[config.mk]
export PLATFORM = sky130hd
export DESIGN_NAME = shift_deserializer
export DESIGN_NICKNAME = d
export VERILOG_FILES = /design/src/rtl/shift_deser_pkg.sv /design/src/rtl/shift_bit_counter.sv /design/src/rtl/shift_deserializer.sv
export SDC_FILE = /design/constraint.sdc
export NUM_CORES = 1
export LEC_CHECK = 0
export ABC_AREA = 1
export CORE_AREA = 2 2 39 41
export DETAILED_ROUTE_END_ITERATION = 8
export DIE_AREA = 0 0 41 43
export PLACE_DENSITY = 0.72
export SYNTH_ARGS = -nofsm -noshare
export SYNTH_HDL_FRONTEND = slang
export SYNTH_SLANG_ARGS = --single-unit
[constraint.sdc]
create_clock -name clk -period 1.5 [get_ports clk]
set_input_delay 0.15 -clock clk [delete_from_list [all_inputs] [get_ports clk]]
set_output_delay 0.15 -clock clk [all_outputs]
set_load 0.05 [all_outputs]
[src/rtl/shift_deser_pkg.sv]
// Shared types and constants for the shift_deserializer block.
// The optional parity feature is enabled by defining SHIFT_DESER_PARITY_EN.
package shift_deser_pkg;

    typedef enum logic [1:0] {
        SD_COLLECT = 2'd0,
        SD_PARITY  = 2'd1,
        SD_HOLD    = 2'd2
    } sd_state_e;

    localparam logic SD_MSB_FIRST = 1'b0;
    localparam logic SD_LSB_FIRST = 1'b1;

endpackage

[src/rtl/shift_bit_counter.sv]
// Bit position counter for the deserializer: counts accepted bits 0..WIDTH-1
// and wraps to 0 on the increment that follows the last position.
module shift_bit_counter #(
    parameter int WIDTH = 4
) (
    input  logic                     clk,
    input  logic                     rst_n,
    input  logic                     inc,
    input  logic                     clr,
    output logic [$clog2(WIDTH)-1:0] cnt,
    output logic                     last
);

    localparam int CW = $clog2(WIDTH);

    assign last = (cnt == CW'(WIDTH - 1));

    // NOTE: sequential state uses non-blocking assignments so every register
    // samples the pre-edge values, independent of block evaluation order.
    always_ff @(posedge clk or negedge rst_n) begin
        if (!rst_n) begin
            cnt <= '0;
        end else if (clr) begin
            cnt <= '0;
        end else if (inc) begin
            cnt <= last ? '0 : cnt + 1'b1;
        end
    end

endmodule

[src/rtl/shift_deserializer.sv]
// Serial-to-parallel deserializer, MSB- or LSB-first per word, valid/ready output.
// Define SHIFT_DESER_PARITY_EN to accept a trailing even-parity bit and expose m_perr.
module shift_deserializer
    import shift_deser_pkg::*;
#(
    parameter int   WIDTH         = 4,
    parameter logic lsb_first_def = 1'b0
) (
    input  logic             clk,
    input  logic             rst_n,
    input  logic             dir,
    input  logic             s_bit,
    input  logic             s_valid,
    output logic             s_ready,
    output logic [WIDTH-1:0] m_data,
    output logic             m_valid,
    input  logic             m_ready
`ifdef SHIFT_DESER_PARITY_EN
    ,
    output logic             m_perr
`endif
);

    localparam int CW = $clog2(WIDTH);

    sd_state_e        state;
    logic [WIDTH-1:0] sh;
    logic [WIDTH-1:0] sh_next;
    logic             word_dir;
    logic             eff_dir;
    logic             accept;
    logic             cnt_inc;
    logic             cnt_clr;
    logic [CW-1:0]    cnt;
    logic             cnt_last;

    assign s_ready = (state != SD_HOLD);
    assign accept  = s_valid && s_ready;
    assign cnt_inc = accept && (state == SD_COLLECT);
    assign cnt_clr = (state == SD_HOLD);

    // The first bit of a word uses the live dir so a same-cycle change takes effect.
    assign eff_dir = (cnt == '0) ? dir : word_dir;

    // NOTE: every combinational output gets a default first, so no path can
    // leave it unassigned and infer a latch.
    always_comb begin
        sh_next = sh;
        if (eff_dir == SD_LSB_FIRST) begin
            sh_next = {s_bit, sh[WIDTH-1:1]};
        end else begin
            sh_next = {sh[WIDTH-2:0], s_bit};
        end
    end

    shift_bit_counter #(
        .WIDTH(WIDTH)
    ) u_cnt (
        .clk  (clk),
        .rst_n(rst_n),
        .inc  (cnt_inc),
        .clr  (cnt_clr),
        .cnt  (cnt),
        .last (cnt_last)
    );

    always_ff @(posedge clk or negedge rst_n) begin
        if (!rst_n) begin
            state    <= SD_COLLECT;
            sh       <= '0;
            word_dir <= lsb_first_def;
            m_data   <= '0;
            m_valid  <= 1'b0;
`ifdef SHIFT_DESER_PARITY_EN
            m_perr   <= 1'b0;
`endif
        end else begin
            case (state)
                SD_COLLECT: begin
                    if (accept) begin
                        sh <= sh_next;
                        if (cnt == '0) begin
                            word_dir <= dir;
                        end
                        if (cnt_last) begin
                            m_data <= sh_next;
`ifdef SHIFT_DESER_PARITY_EN
                            state  <= SD_PARITY;
`else
                            state   <= SD_HOLD;
                            m_valid <= 1'b1;
`endif
                        end
                    end
                end
`ifdef SHIFT_DESER_PARITY_EN
                SD_PARITY: begin
                    if (accept) begin
                        m_perr  <= (^m_data) ^ s_bit;
                        m_valid <= 1'b1;
                        state   <= SD_HOLD;
                    end
                end
`endif
                SD_HOLD: begin
                    if (m_ready) begin
                        m_valid <= 1'b0;
                        state   <= SD_COLLECT;
                    end
                end
                default: begin
                    state   <= SD_COLLECT;
                    m_valid <= 1'b0;
                end
            endcase
        end
    end

endmodule
==> results of run 1 <==
[path summary, 6_finish.rpt]
check / endpoint / cells past startpoint
worst max register to register: sh[3] / 7
min in group clk: m_valid / 2
max in group asynchronous: sh[2] / 1
worst min register to register: sh[3] / 2
worst max-delay path: sh[3] / 7
worst min-delay path: m_valid / 1
[cell type report]
cell class	count	area share, %
sequential	12	38.6
multi-input combinational	48	33.3
timing repair buffer	11	15.5
inverter	14	7.09
clock buffer	3	2.90
tap	16	2.58
[per-layer routing]
metal	up-vias	wire length, um	share of wire, %	track usage, %
li1	265	-	-	-
met1	219	559	49	21.9
met2	10	500	44	24.4
met3	4	52	4.6	5.24
met4	0	25	2.2	8.00
met5	-	0	0	0
[power by group through the flow]
stage | registers [W] | logic, W | clock network (W)
after floorplan | 0.000743 | 0.000481 | 0
after global placement | 0.000573 | 0.000926 | 0
after detailed placement | 0.000576 | 0.000937 | 0
after CTS | 0.000570 | 0.000940 | 0.000196
after global routing | 0.000589 | 0.00102 | 0.000216
final | 0.000568 | 0.000932 | 0.000190
[metrics by stage]
| step | area, um2 | power [W] |
|---|---|---|
| finish | 777 | 0.00169 |
| global route | 777 | 0.00183 |
| CTS | 777 | 0.00171 |
| detailed placement | 754 | 0.00151 |
| global placement | 754 | 0.00150 |
| floorplan | 614 | 0.00122 |
[state kept, by name, indices dropped and copies added, names as in the netlist]
name,count
u_cnt.cnt,2
sh,4
m_valid,1
m_data,4
word_dir,1
[logic make-up after synthesis]
logic type | after synthesis
and+or+nand+nor | 42
buffers and inverters | 14
DFF | 12
AOI/OAI and AO/OA | 4
adders and majority gates | 2
[cell usage in the layout (no fill, tap or decap)]
cell type / count
o21ai_0: 1
inv_2: 2
clkbuf_4: 3
ha_1: 2
a22o_1: 1
nor2_8: 1
nor2_1: 1
nand2_1: 21
inv_1: 11
nand2_4: 1
buf_12: 2
dfrtp_1: 12
o21ai_1: 2
nor2_4: 1
inv_4: 1
nand3_1: 17
clkdlybuf4s50_1: 5
buf_4: 4
==> results.txt, run 1 <==
In this run the post-CTS setup repair buffer count came out at 0. The number of library cell types mapped by synthesis came out at 14. The area enclosed by the die boundary came out at ~1800 um2. At the pin with the least slew margin, the transition time is between 0.5 and 0.6 ns. Combinational logic is responsible for between 50% and 60% of the overall power. The clock tree root driver cell is clkbuf_4.

The via count of the first global-routing pass came out at 483. Once detail routing completed, the nets flagged for antenna violations numbered 0. After synthesis, the largest family of logic cells by area is simple AND/OR/NAND/NOR gates. The number of standard-cell rows in the floorplan came out at 14. Setup repair after global routing left no endpoint under its margin.

For this design, the slowest cell found on the critical path is dfrtp_1. The weighted congestion at the end of routability-driven global placement is 0.772. The post-route netlist has 17.0% of its cells at a drive strength greater than 1.

Across all register-to-register paths, the minimum setup slack is roughly 0.25 ns. The Yosys warning count came out at 0. The critical path's top delay family is simple AND/OR/NAND/NOR gates. The compound-gate portion of the synthesized area is 3.87%. The adder and majority cell fraction of the synthesized area is 4.07%.

The mean area per synthesized cell is 8.30 um2. From left edge to right edge, the die measures 41 um. The first detailed-routing pass took 3 iterations.

After filler insertion, the fill cell instance count of the layout stands at 133. The wire length of the first global-routing pass is 1950 um. The final critical delay including setup and external delays is about 1.3 ns. Among all flip-flop cells after synthesis, the most frequent one is dfrtp_1. The count of flip-flops with a built-in enable after synthesis came out at 0. The largest area contributor in the netlist is dfrtp_1. The share of cell area taken by muxes after synthesis came out at 0%. The pin count of the biggest net entering global routing is 13.

After synthesis, the cell types taking the most area are dfrtp_1, nand3_1, nand2_1. STA classifies the critical path endpoint as a flop. The sequential share of power came out at 33.6%. Traced cell by cell, the critical path runs through inv_1 > ha_1 > inv_1 > nand2_1 > nand3_1 > nand3_1 > nand2_1.

The synthesized net count is 82. The number of design rule violations left after detail routing is 0. The most critical setup path has its startpoint at u_cnt.cnt[0]. The fraction of registers with async set or reset after synthesis is 100%. The total via count in the routed design is 498. The clock latency at the later pin of the worst-skew pair came out at 0.26 ns. Pin placement for this block handled 12 I/O pins.

The post-CTS clock slew at the launch and capture registers of the worst setup and hold paths is 0.07 ns. The internal power consumption is 0.000891 W. The worst hold margin came out at around 0.24 ns. In the final design database the tool counted 98 nets. The core footprint is around 1400 um2.

The simple logic cell fraction of the synthesized area came out at approximately 34%. The worst slew margin relative to its limit came out at 63.6%. The number of max-cap violations is 0. The HPWL after detailed placement is 896 um. The worst register-to-register path begins at u_cnt.cnt[0].

The number of buffers inserted for hold repair after clock tree synthesis is 0. The number of antenna violations at the first check in global routing was 0. The worst-case IR drop observed on VDD is 1.18 mV.

Per report_power, the clock group accounts for 11.3% of the total. The die height came out at 43 um. The number of instances in the placed design is a little over 100. The number of failing setup endpoints in the final timing report is 0. Counting flops and latches in the post-synthesis netlist gives 12. The reported leakage power came out at roughly 0.43 nW.

The maximum clock insertion buffer count is 2. The maximum operating frequency came out at 800 MHz. The post-detailed-route via-to-cell ratio is 4.79. In this run switching power makes up 47.3% of total power. The growth of design area from synthesis to finish came out at 26.5%. The register cell area after layout is 300 um2. Of the available clock period, the critical path in the final layout requires 83.3%.

The final total negative setup slack is 0 ns. The final number of hold-violating endpoints is 0. The level count of the clock H-tree came out at 1. The number of cells upsized or downsized after cts came out at 0. Counting every instance in the synthesized netlist gives 74. Of all nets on the critical path, the largest fanout is 5. The required time of the critical path came out at approximately 1.7 ns. The kind of critical path is reg -> reg.

Counting every sink on the clock net gives 12. The count of buffers inserted at the top-level ports came out at 11. The number of antenna repair diodes came out at 0.

The arrival time at the worst endpoint came out at 1.40 ns. The net switching power came out at 0.000799 W. The worst-case setup slack after placement is between 0.2 and 0.3 ns. The area used by multi-input combinational logic is 259 um2. The min-delay analysis places its worst path in the category in -> async. The count of non-filler cells in the finished layout came out at 104.

The setup slack after layout came out at 0.250 ns. The total detailed-routing wirelength is 1140 um. The number of buffers and inverters on the critical path is 2. The wire length per cell came out at 10.9 um. Sorting the synthesized cells by how often they occur yields nand2_1, nand3_1, dfrtp_1.

Among all cell types in the netlist, the one instantiated most often is nand2_1. The cell area power density came out at 2170 nW/um2. The run finished with clean final reports. The combined area of all synthesized cells is 614 um2. The total congestion overflow after global routing is 0. The count of final max-slew check failures is 0. The CTS buffer count came out at 3. The CTS tree is done. The fraction of the yosys area taken by sequential cells is 48.9%. Summed over its instances, the top area cell type makes up 48.9% of the synthesized netlist area. The initial cell density of the core is 44.4%. The final core utilization came out at between 50% and 60%. Global routing used 16.8% of the available tracks across all layers.

The delay of the slowest critical-path stage is ~0.4 ns. For this block, the initial DRC count from the detailed router was 4. The worst clock skew on the final layout is 0.00224 ns. Summing the areas of all xor and xnor instances in the mapped netlist gives 0% of the synthesized area. The startpoint class of the critical path is a flop.
(Power assumes the default switching activity.)
==> run 2, diff against run 1 <==
Settings changed: CORE_AREA 2 2 39 41 to unset, CORE_MARGIN set to 1.5, CORE_UTILIZATION set to 43, DIE_AREA 0 0 41 43 to unset, PLACE_DENSITY 0.72 to 0.71.
Clock period 1.5 ns to 1.05 ns, I/O delays scaled along.
==> run 2 against run 1 <==
The run now ends with setup timing left; power grew 120%; register-to-register slack got worse by 0.40 ns; sequential power up 58%; clock power grew 61%; die area is 5.6% lower; routed wire length is 38% higher; cell area grew 44%; setup slack got worse by 0.40 ns; via count increased by 15%; largest cell class is now multi-input gates.
==> results.txt, run 2 (synthesized netlist as in run 1, its figures left out) <==
Run status: finished, violations left (was complete, no violations). The checks that failed: setup timing. The area enclosed by the die boundary was 1660 um2 (was 1760 um2). RSZ-0062 raised after global routing: true (was false). The number of antenna repair diodes is 0 (unchanged).

The final critical delay including setup and external delays came out at 1.20 ns (was 1.25 ns). The worst hold margin came out at 0.122 ns (was 0.238 ns). Sequence of cells on the critical path: inv_8 > buf_6 > nand2_8 > nor2_8 > inv_4 > nand2_1 > nand2_1 (was inv_1 > ha_1 > inv_1 > nand2_1 > nand3_1 > nand3_1 > nand2_1). The reported leakage power came out at 0.540 nW (was 0.428 nW).

The internal power consumption is 0.00190 W (was 0.000891 W). The global-route usage over all layers came out at 22.4% (was 16.8%). The number of failing setup endpoints in the final timing report was 14 (was 0). The total congestion overflow after global routing is 0 (unchanged). The total via count in the routed design came out at 571 (was 498). The maximum clock insertion buffer count is 2 (unchanged). The part of the cycle the worst path needs is 114% (was 83.3%). The count of final max-slew check failures is 0 (unchanged). The net switching power came out at 0.00173 W (was 0.000799 W). The growth of design area from synthesis to finish is 81.7% (was 26.5%). The slowest library cell on the worst path is dfrtp_4 (was dfrtp_1). The post-CTS clock slew at the launch and capture registers of the worst setup and hold paths is 0.08 ns (was 0.07 ns). The fraction of layout cells with a size suffix above 1 came out at 53.5% (was 17.0%).

The initial detailed-routing violation count came to 4 (unchanged). Registers with the most flip-flops: m_data (4), sh (4), u_cnt.cnt (2) (unchanged). The delay of the slowest critical-path stage came out at 0.52 ns (was 0.40 ns). The most common cell after layout, fill and taps aside is nand2_1 (unchanged).

The arrival time at the worst endpoint is 1.37 ns (was 1.40 ns). The iteration count of the initial detailed-routing pass is 2 (was 3). The CTS buffer count is 3 (unchanged). The post-detailed-route via-to-cell ratio came out at 5.01 (was 4.79). The CTS tree is done (unchanged).

The part of the power in combinational logic came out at 66.8% (was 55.1%). The maximum operating frequency is 835 MHz (was 800 MHz). The worst-path maximum fanout is 5 (unchanged). The pin count of the biggest net entering global routing is 13 (unchanged). The number of design rule violations left after detail routing is 0 (unchanged). The area used by multi-input combinational logic is 443 um2 (was 259 um2). The final number of hold-violating endpoints came to 0 (unchanged). The switching share of total power came to 47.6% (was 47.3%). The most numerous cell type found on the critical path is nand2_1. The kind of critical path is reg -> reg (unchanged). The residual antenna-violating net count after detailed routing came out at 0 (unchanged). The final total negative setup slack is -1.50 ns (was 0 ns). The boundary pin count is 12 (unchanged). The wire length of the first global-routing pass was 2390 um (was 1950 um).

The capturing element type of the critical path is a flop (unchanged). Commonest non-fill, non-tap cells in the layout: nand2_1, dfrtp_1, nand3_2 (was nand2_1, nand3_1, dfrtp_1). The worst clock skew on the final layout came out at 0.00802 ns (was 0.00224 ns). The transition time at the pin with the least slew margin is 0.259 ns (was 0.544 ns). The weighted congestion at the end of routability-driven global placement is 0.757 (was 0.772). The level count of the clock H-tree is 1 (unchanged). The number of standard-cell rows in the floorplan came out at 13 (was 14). The critical path's top delay family is flip-flops (was simple AND/OR/NAND/NOR gates). The initial cell density of the core came to 46.6% (was 44.4%). The peak ir drop on the vdd network came to 2.01 mV (was 1.18 mV). The number of antenna violations at the first check in global routing came to 0 (unchanged). The number of max-cap violations came out at 0 (unchanged). The final total power was 0.00363 W (was 0.00169 W). The die height came out at 40.8 um (was 43 um). The number of buffers inserted for hold repair after clock tree synthesis was 0 (unchanged). The register cell area after layout is 304 um2 (was 300 um2). The clock net sink count came out at 12 (unchanged).

The width of the chip is 40.8 um (was 41 um). The path class of the lowest-slack min-delay path is in -> async (unchanged). The setup slack after layout is -0.148 ns (was 0.250 ns). The clock latency at the later pin of the worst-skew pair is 0.28 ns (was 0.26 ns). The cell area power density came out at 3260 nW/um2 (was 2170 nW/um2). The total detailed-routing wirelength came to 1570 um (was 1140 um). The wire length per cell was 13.7 um (was 10.9 um).

The proportion of power drawn by the clock network came out at 8.4% (was 11.3%). The core footprint is 1320 um2 (was 1380 um2). The buffering stage count on the worst path with inverters included is 3 (was 2). The worst slew margin relative to its limit came out at 82.7% (was 63.6%). The count of buffers inserted at the top-level ports came out at 11 (unchanged).

The via count of the first global-routing pass came to 570 (was 483). The number of instances in the placed design was 105 (was 101). The half-perimeter wire length after detailed placement came out at 990 um (was 896 um).

The startpoint class of the critical path is a flop (unchanged). The worst-case register-to-register setup slack came out at -0.15 ns (was 0.25 ns). The number of nets at the end of the flow came to 108 (was 98). The number of filler instances in the final layout was 77 (was 133). The clock tree root driver cell was clkbuf_4 (unchanged). The required time of the critical path came to 1.22 ns (was 1.65 ns).

The count of non-filler cells in the finished layout came to 114 (was 104). The sequential share of power came out at 24.8% (was 33.6%).
-- run 2: cell types whose count changed in the layout (fill, tap and decap cells not counted), sizes merged --
cell    change
clkbuf      +1
buf        +10
-- run 2: worst paths after layout --
check	startpoint	to	cells after the start
max	m_valid	m_data[3]	7
min	rst_n	sh[1]	2
max reg2reg	m_valid	m_data[3]	7
min reg2reg	sh[3]	sh[3]	2
max in group asynchronous	rst_n	m_valid	2
min in group clk	m_ready	m_valid	2
-- run 2: power by group through the flow --
stage | clock, W | sequential (W) | combinational, W
floorplan | 0 | 0.00110 | 0.000937
global placement | 0 | 0.000890 | 0.00184
detailed placement | 0 | 0.000888 | 0.00185
CTS | 0.000308 | 0.000873 | 0.00200
global route | 0.000322 | 0.000925 | 0.00259
finish | 0.000306 | 0.000900 | 0.00243
-- run 2: layout make-up --
class / instances / area share (%)
tap: 15 / 1.68
sequential: 12 / 27.2
clock buffer: 4 / 2.35
inverter: 14 / 6.05
timing repair buffer: 21 / 23.0
multi-input combinational: 48 / 39.7
-- run 2: stage by stage --
| step | utilization, % | instance area [um2] | setup slack, ns |
|---|---|---|---|
| 4_1_cts | 76.3 | 1000 | -0.134 |
| 3_5_place_dp | 70.5 | 928 | -0.174 |
| 6_report | 84.7 | 1120 | -0.148 |
| 3_3_place_gp | 70.5 | 928 | -0.164 |
| 2_1_floorplan | - | 702 | -0.121 |
| 5_1_grt | 84.7 | 1120 | -0.182 |
-- run 2: worst reg2reg max path, delay by kind of cell (launching register included) --
kind	cells	cell delay (ns)
flops	1	0.52
simple gates	4	0.34
buf+inv	3	0.24
-- run 2: per-layer routing --
layer  wire [um]  vias to the layer above  GRT usage [%]
met4          31                        0           11.7
met3          49                        5           5.43
met2         736                       16           36.7
li1            -                      284              -
met5           0                        -              0
met1         749                      266           26.8
-- run 2: repair_timing --
item / in CTS / in global routing
setup buffers: 3 / 2
endpoints found under the setup margin: 11 / 14
pin swaps: 3 / 11
gates resized for setup: 7 / 19
